<file path="config.mk">
export PLATFORM = sky130hd
export DESIGN_NAME = ps2_keyboard_rx
export DESIGN_NICKNAME = d
export VERILOG_FILES = /design/src/rtl/ps2_pkg.sv /design/src/rtl/ps2_rx_fifo.sv /design/src/rtl/ps2_keyboard_rx.sv
export SDC_FILE = /design/constraint.sdc
export NUM_CORES = 1
export LEC_CHECK = 0
export CAP_MARGIN = 10
export CORE_MARGIN = 5
export CORE_UTILIZATION = 50
export CTS_CLUSTER_DIAMETER = 100
export DETAILED_ROUTE_END_ITERATION = 8
export PLACE_DENSITY = 0.67
export REMOVE_ABC_BUFFERS = 1
export SLEW_MARGIN = 20
export SYNTH_ARGS = -nofsm -noshare
export SYNTH_HDL_FRONTEND = slang
export SYNTH_SLANG_ARGS = --single-unit
</file>
<file path="constraint.sdc">
create_clock -name clk -period 6.98 [get_ports clk]
set_clock_uncertainty 0.15 [all_clocks]
set_input_delay 1.047 -clock clk [delete_from_list [all_inputs] [get_ports clk]]
set_output_delay 1.047 -clock clk [all_outputs]
set_load 0.02 [all_outputs]
</file>
<file path="src/rtl/ps2_pkg.sv">
// Shared constants and the buffered scancode entry format for the PS/2 receiver.
package ps2_pkg;

    localparam logic [7:0] PS2_EXT_PREFIX = 8'hE0;
    localparam logic [7:0] PS2_BRK_PREFIX = 8'hF0;
    localparam int unsigned PS2_FRAME_BITS = 11;

    typedef struct packed {
        logic       ext;
        logic       brk;
        logic [7:0] data;
    } ps2_code_t;

endpackage

</file>
<file path="src/rtl/ps2_rx_fifo.sv">
// Generic valid/ready FIFO; a write into a full FIFO is accepted when a pop frees a slot in the same cycle.
module ps2_rx_fifo #(
    parameter int unsigned WIDTH = 10,
    parameter int unsigned DEPTH = 8
) (
    input  logic                       clk,
    input  logic                       reset,
    input  logic                       in_valid,
    input  logic [WIDTH-1:0]           in_data,
    input  logic                       out_ready,
    output logic [WIDTH-1:0]           out_data,
    output logic                       full,
    output logic                       empty,
    output logic [$clog2(DEPTH):0]     count
);

    localparam int unsigned AW = $clog2(DEPTH);
    localparam int unsigned CW = AW + 1;

    logic [WIDTH-1:0] mem [DEPTH];
    logic [AW-1:0]    wr_ptr;
    logic [AW-1:0]    rd_ptr;
    logic             do_push;
    logic             do_pop;

    assign empty    = (count == '0);
    assign full     = (count == CW'(DEPTH));
    assign do_pop   = out_ready & ~empty;
    assign do_push  = in_valid & (~full | do_pop);
    assign out_data = mem[rd_ptr];

    always_ff @(posedge clk) begin
        if (do_push) begin
            mem[wr_ptr] <= in_data;
        end
    end

    always_ff @(posedge clk or posedge reset) begin
        if (reset) begin
            wr_ptr <= '0;
            rd_ptr <= '0;
            count  <= '0;
        end else begin
            if (do_push) wr_ptr <= wr_ptr + AW'(1);
            if (do_pop)  rd_ptr <= rd_ptr + AW'(1);
            case ({do_push, do_pop})
                2'b10:   count <= count + CW'(1);
                2'b01:   count <= count - CW'(1);
                default: count <= count;
            endcase
        end
    end

endmodule

</file>
<file path="src/rtl/ps2_keyboard_rx.sv">
// PS/2 keyboard receiver: input sync, 11-bit frame capture with timeout, E0/F0 prefix folding, buffered output.
module ps2_keyboard_rx
    import ps2_pkg::*;
#(
    parameter int unsigned FIFO_DEPTH     = 8,
    parameter int unsigned SYNC_STAGES    = 3,
    parameter int unsigned TIMEOUT_CYCLES = 50000
) (
    input  logic                          clk,
    input  logic                          reset,
    input  logic                          ps2_clk,
    input  logic                          ps2_data,
    output logic                          code_valid,
    input  logic                          code_ready,
    output logic [7:0]                    code_data,
    output logic                          code_ext,
    output logic                          code_break,
    output logic [$clog2(FIFO_DEPTH):0]   fifo_count,
    output logic                          frame_err,
    output logic                          overflow,
    input  logic                          err_clr
);

    localparam int unsigned TW = $clog2(TIMEOUT_CYCLES + 1);

    logic [SYNC_STAGES-1:0] clk_sync;
    logic [SYNC_STAGES-1:0] data_sync;
    logic                   clk_prev;
    logic                   fall;
    logic                   data_bit;

    logic [3:0]             bitcnt;
    logic [9:0]             shreg;
    logic [TW-1:0]          tmo;
    logic                   ext;
    logic                   brk;
    logic                   push_req;
    ps2_code_t              push_code;

    logic [10:0]            frame;
    logic                   frame_ok;
    logic [7:0]             frame_byte;
    logic                   last_bit;

    ps2_code_t              head;
    logic                   fifo_full;
    logic                   fifo_empty;
    logic                   drop;

    always_ff @(posedge clk or posedge reset) begin
        if (reset) begin
            clk_sync  <= '1;
            data_sync <= '1;
            clk_prev  <= 1'b1;
        end else begin
            clk_sync  <= {clk_sync[SYNC_STAGES-2:0], ps2_clk};
            data_sync <= {data_sync[SYNC_STAGES-2:0], ps2_data};
            clk_prev  <= clk_sync[SYNC_STAGES-1];
        end
    end

    assign fall     = clk_prev & ~clk_sync[SYNC_STAGES-1];
    assign data_bit = data_sync[SYNC_STAGES-1];

    // The stop bit is never stored; the frame is judged using the live bit on the final fall.
    assign frame      = {data_bit, shreg};
    assign frame_byte = frame[8:1];
    assign frame_ok   = ~frame[0] & frame[10] & (^frame[9:1]);
    assign last_bit   = (bitcnt == 4'(PS2_FRAME_BITS - 1));

    always_ff @(posedge clk or posedge reset) begin
        if (reset) begin
            bitcnt    <= '0;
            shreg     <= '0;
            tmo       <= '0;
            ext       <= 1'b0;
            brk       <= 1'b0;
            frame_err <= 1'b0;
            push_req  <= 1'b0;
            push_code <= '0;
        end else begin
            frame_err <= 1'b0;
            push_req  <= 1'b0;
            if (fall) begin
                tmo <= '0;
                if (last_bit) begin
                    bitcnt <= '0;
                    if (!frame_ok) begin
                        frame_err <= 1'b1;
                        ext       <= 1'b0;
                        brk       <= 1'b0;
                    end else if (frame_byte == PS2_EXT_PREFIX) begin
                        ext <= 1'b1;
                    end else if (frame_byte == PS2_BRK_PREFIX) begin
                        brk <= 1'b1;
                    end else begin
                        push_req  <= 1'b1;
                        push_code <= '{ext: ext, brk: brk, data: frame_byte};
                        ext       <= 1'b0;
                        brk       <= 1'b0;
                    end
                end else begin
                    shreg[bitcnt] <= data_bit;
                    bitcnt        <= bitcnt + 4'd1;
                end
            end else if (bitcnt != '0) begin
                if (tmo == TW'(TIMEOUT_CYCLES - 1)) begin
                    bitcnt    <= '0;
                    tmo       <= '0;
                    frame_err <= 1'b1;
                end else begin
                    tmo <= tmo + TW'(1);
                end
            end
        end
    end

    assign code_valid = ~fifo_empty;
    assign drop       = push_req & fifo_full & ~(code_valid & code_ready);

    always_ff @(posedge clk or posedge reset) begin
        if (reset) begin
            overflow <= 1'b0;
        end else if (drop) begin
            overflow <= 1'b1;
        end else if (err_clr) begin
            overflow <= 1'b0;
        end
    end

    ps2_rx_fifo #(
        .WIDTH ($bits(ps2_code_t)),
        .DEPTH (FIFO_DEPTH)
    ) u_fifo (
        .clk       (clk),
        .reset     (reset),
        .in_valid  (push_req),
        .in_data   (push_code),
        .out_ready (code_ready),
        .out_data  (head),
        .full      (fifo_full),
        .empty     (fifo_empty),
        .count     (fifo_count)
    );

    assign code_data  = head.data;
    assign code_ext   = head.ext;
    assign code_break = head.brk;

endmodule

</file>
==> flow_metrics.env <==
export IMPL_drc=0
export IMPL_core_area_um2=12000
export IMPL_yosysWarningCount=0
export IMPL_setup_viol=0
export IMPL_max_freq_mhz=257
export IMPL_wire_per_inst_um=17.7
export IMPL_seq_area_frac_synth_pct=65.4
export IMPL_worst_path_dominant_cell_family="flip-flops"
export IMPL_synth_largest_area_cell="edfxtp_1"
export IMPL_synth_avg_cell_area_um2=15.1
export IMPL_ys_seq_elements=142
export IMPL_crit_chain="mux4_2 -> mux2_2 -> clkdlybuf4s50_1"
export IMPL_tightest_slew_ns=1.09
export IMPL_postCtsSetupRepairBufs=0
export IMPL_synth_simple_area_share_pct=8.83
export IMPL_drtAntennaViolNets=0
export IMPL_die_area_um2=14400
export IMPL_critPathLaunchType="flip-flop"
export IMPL_finalHoldViolCount=0
export IMPL_grt_ovfl_total=0
export IMPL_dieHeight_um=120
export IMPL_io_pins=23
export IMPL_hp_class="flip-flop to flip-flop"
export IMPL_yosysTopAreaCellShare_pct=39.6
export IMPL_crit_arrival_ns=2.69
export IMPL_rows=40
export IMPL_tritoncts="yes"
export IMPL_path_clk_slew_ns=0.06
export IMPL_finalWirelength_mm=10.5
export IMPL_avgViaCountPerCell=5.68
export IMPL_antennaDiodeCount=0
export IMPL_post_place_ws_ns=3.50
export IMPL_gp_congestion=0.771
export IMPL_cts_max_level=4
export IMPL_crit_slowest_cell="dfrtp_1"
export IMPL_cts_root_buf="clkbuf_16"
export IMPL_vias=3367
export IMPL_synth_area_um2=6060
export IMPL_grt_pass1_wl_mm=17.4
export IMPL_status="completed"
export IMPL_synthXorXnorAreaFrac_pct=3.12
export IMPL_drtPass1Iterations=4
export IMPL_antenna_found_initial=0
export IMPL_ir_drop_uv=205
export IMPL_yosys_cell_types_count=53
export IMPL_crit_type="flip-flop to output pin"
export IMPL_cap_violations=0
export IMPL_synth_main_ff_cell="edfxtp_1"
export IMPL_clk_latency_ns=0.41
export IMPL_setup_slack_ns=3.09
export IMPL_synth_compound_area_share_pct=5.04
export IMPL_post_route_util_pct=58.3
export IMPL_synth_edf_count=80
export IMPL_grt_max_degree=63
export IMPL_synth_area_leaders="edfxtp_1 (40%), dfrtp_1 (23%), mux4_2 (7.4%), mux2_2 (5.8%), dfstp_2 (3.0%)"
export IMPL_period_share_pct=55.7
export IMPL_cts_hold_buf=0
export IMPL_start_util_pct=50.7
export IMPL_cts_inserted_buffers=17
export IMPL_grt_usage_pct=15.9
export IMPL_fin_nets=450
export IMPL_ctsResizeCount=0
export IMPL_cp_required_ns=5.78
export IMPL_fin_setup_tns_ns=0
export IMPL_ys_async_sr_fraction_pct=43.7
export IMPL_clk_path_buf_depth=2
export IMPL_drv_slew=0
export IMPL_synth_top_family_by_area="multiplexers"
export IMPL_syn_inst=402
export IMPL_area_delta_synth_final_pct=15.0
export IMPL_leakage_nw=2.49
export IMPL_synth_adder_area_share_pct=2.27
export IMPL_place_area_um2=6450
export IMPL_rsz0062_at_grt="no"
export IMPL_p_per_area_nw_per_um2=341
export IMPL_drive_above_1_share_pct=22.6
export IMPL_port_buffers=22
export IMPL_crit_path_max_fanout=22
export IMPL_crit_path_end_kind="output pin"
export IMPL_max_slew_margin_pct=27.3
export IMPL_critPathMaxStageDelay_ns=1.01
export IMPL_grt_pass1_vias=3287
export IMPL_whs_ns=0.204
export IMPL_clock_sinks=142
export IMPL_die_width_um=120
export IMPL_fin_crit_ns=3.89
export IMPL_muxShareOfSynthArea_pct=13.2
export IMPL_dp_hpwl_mm=6.63
export IMPL_drtIter0Drc=163
export IMPL_finish_instance_area_um2=6970
export IMPL_crit_buf_inv=1
[final timing paths]
path                             startpoint         endpoint  slack, ns  depth (start not counted)
max                        u_fifo.rd_ptr[1]     code_data[0]       3.09                          3
min                             clk_sync[1]      clk_sync[2]       0.20                          0
max reg2reg                 u_fifo.count[1]  u_fifo.count[2]       4.17                         11
min reg2reg                     clk_sync[1]      clk_sync[2]       0.20                          0
max in group asynchronous             reset         shreg[8]       5.14                          3
min in group asynchronous             reset  u_fifo.count[0]       1.00                          3
[through the flow]
stage | power, mW | instances
2_1_floorplan | 1.45 | 385
3_3_place_gp | 1.61 | 561
3_5_place_dp | 1.63 | 561
4_1_cts | 2.41 | 593
5_1_grt | 2.51 | 593
6_report | 2.38 | 593
[sequential cells by signal, indices dropped and copies added, names as in the netlist]
name,count
u_fifo.count,4
brk,1
tmo,16
clk_prev,1
push_code,10
u_fifo.wr_ptr,3
ext,1
u_fifo.mem,80
overflow,1
bitcnt,4
shreg,10
frame_err,1
data_sync,3
u_fifo.rd_ptr,3
push_req,1
clk_sync,3
[report_power, final]
group	switching, mW	internal, mW	leakage, nW
registers	0.128	0.953	1.46
clock network	0.323	0.449	0.244
logic	0.255	0.272	0.791
[logic make-up after synthesis]
| logic type | count (synthesis) |
|---|---|
| compound gates | 45 |
| buf+inv | 31 |
| simple gates | 102 |
| flops | 142 |
| mux | 51 |
| xor+xnor | 20 |
| fa+ha+maj | 11 |
[final cells by class]
| type | instances | area [um2] |
|---|---|---|
| fill | 939 | 4990 |
| sequential | 142 | 3960 |
| multi-input combinational | 229 | 1990 |
| clock buffer | 21 | 440 |
| timing repair buffer | 29 | 273 |
| tap | 147 | 184 |
| clock inverter | 11 | 71.3 |
| inverter | 14 | 52.6 |
[cells in the mapped netlist (all sizes together) (3+ instances only)]
cell,instances
nand2,23
a21oi,14
mux2,31
xor2,10
nand3,11
nor4,3
or4,7
mux4,20
clkbuf,10
nor3,6
or2,4
dfrtp,55
nand4,3
edfxtp,80
nand2b,7
nor2,22
ha,11
a211o,3
inv,14
buf,7
dfstp,7
xnor2,9
o21ai,9
nor2b,4
o31ai,4
[placed cells by master, fill, tap and decap left out, types with 6 or more instances in the layout]
| cell type | count |
|---|---|
| o21ai_0 | 7 |
| nand2_1 | 23 |
| dfstp_2 | 7 |
| xor2_1 | 10 |
| nor3_1 | 6 |
| or4_1 | 7 |
| mux4_2 | 20 |
| buf_4 | 7 |
| nand2b_1 | 7 |
| xnor2_1 | 9 |
| edfxtp_1 | 80 |
| ha_1 | 11 |
| mux2_2 | 31 |
| nand3_1 | 11 |
| nor2_1 | 21 |
| clkdlybuf4s50_1 | 22 |
| clkbuf_16 | 17 |
| dfrtp_1 | 55 |
| inv_1 | 13 |
| a21oi_1 | 14 |
[layer usage]
metal | vias up | global-route usage [%] | wire (um)
met5 | - | 0 | 0
met4 | 0 | 7.09 | 233
met3 | 22 | 4.48 | 387
met2 | 50 | 25.0 | 5170
met1 | 1717 | 20.7 | 4690
li1 | 1578 | - | -
Note: power is estimated with default switching activity, not from simulation.
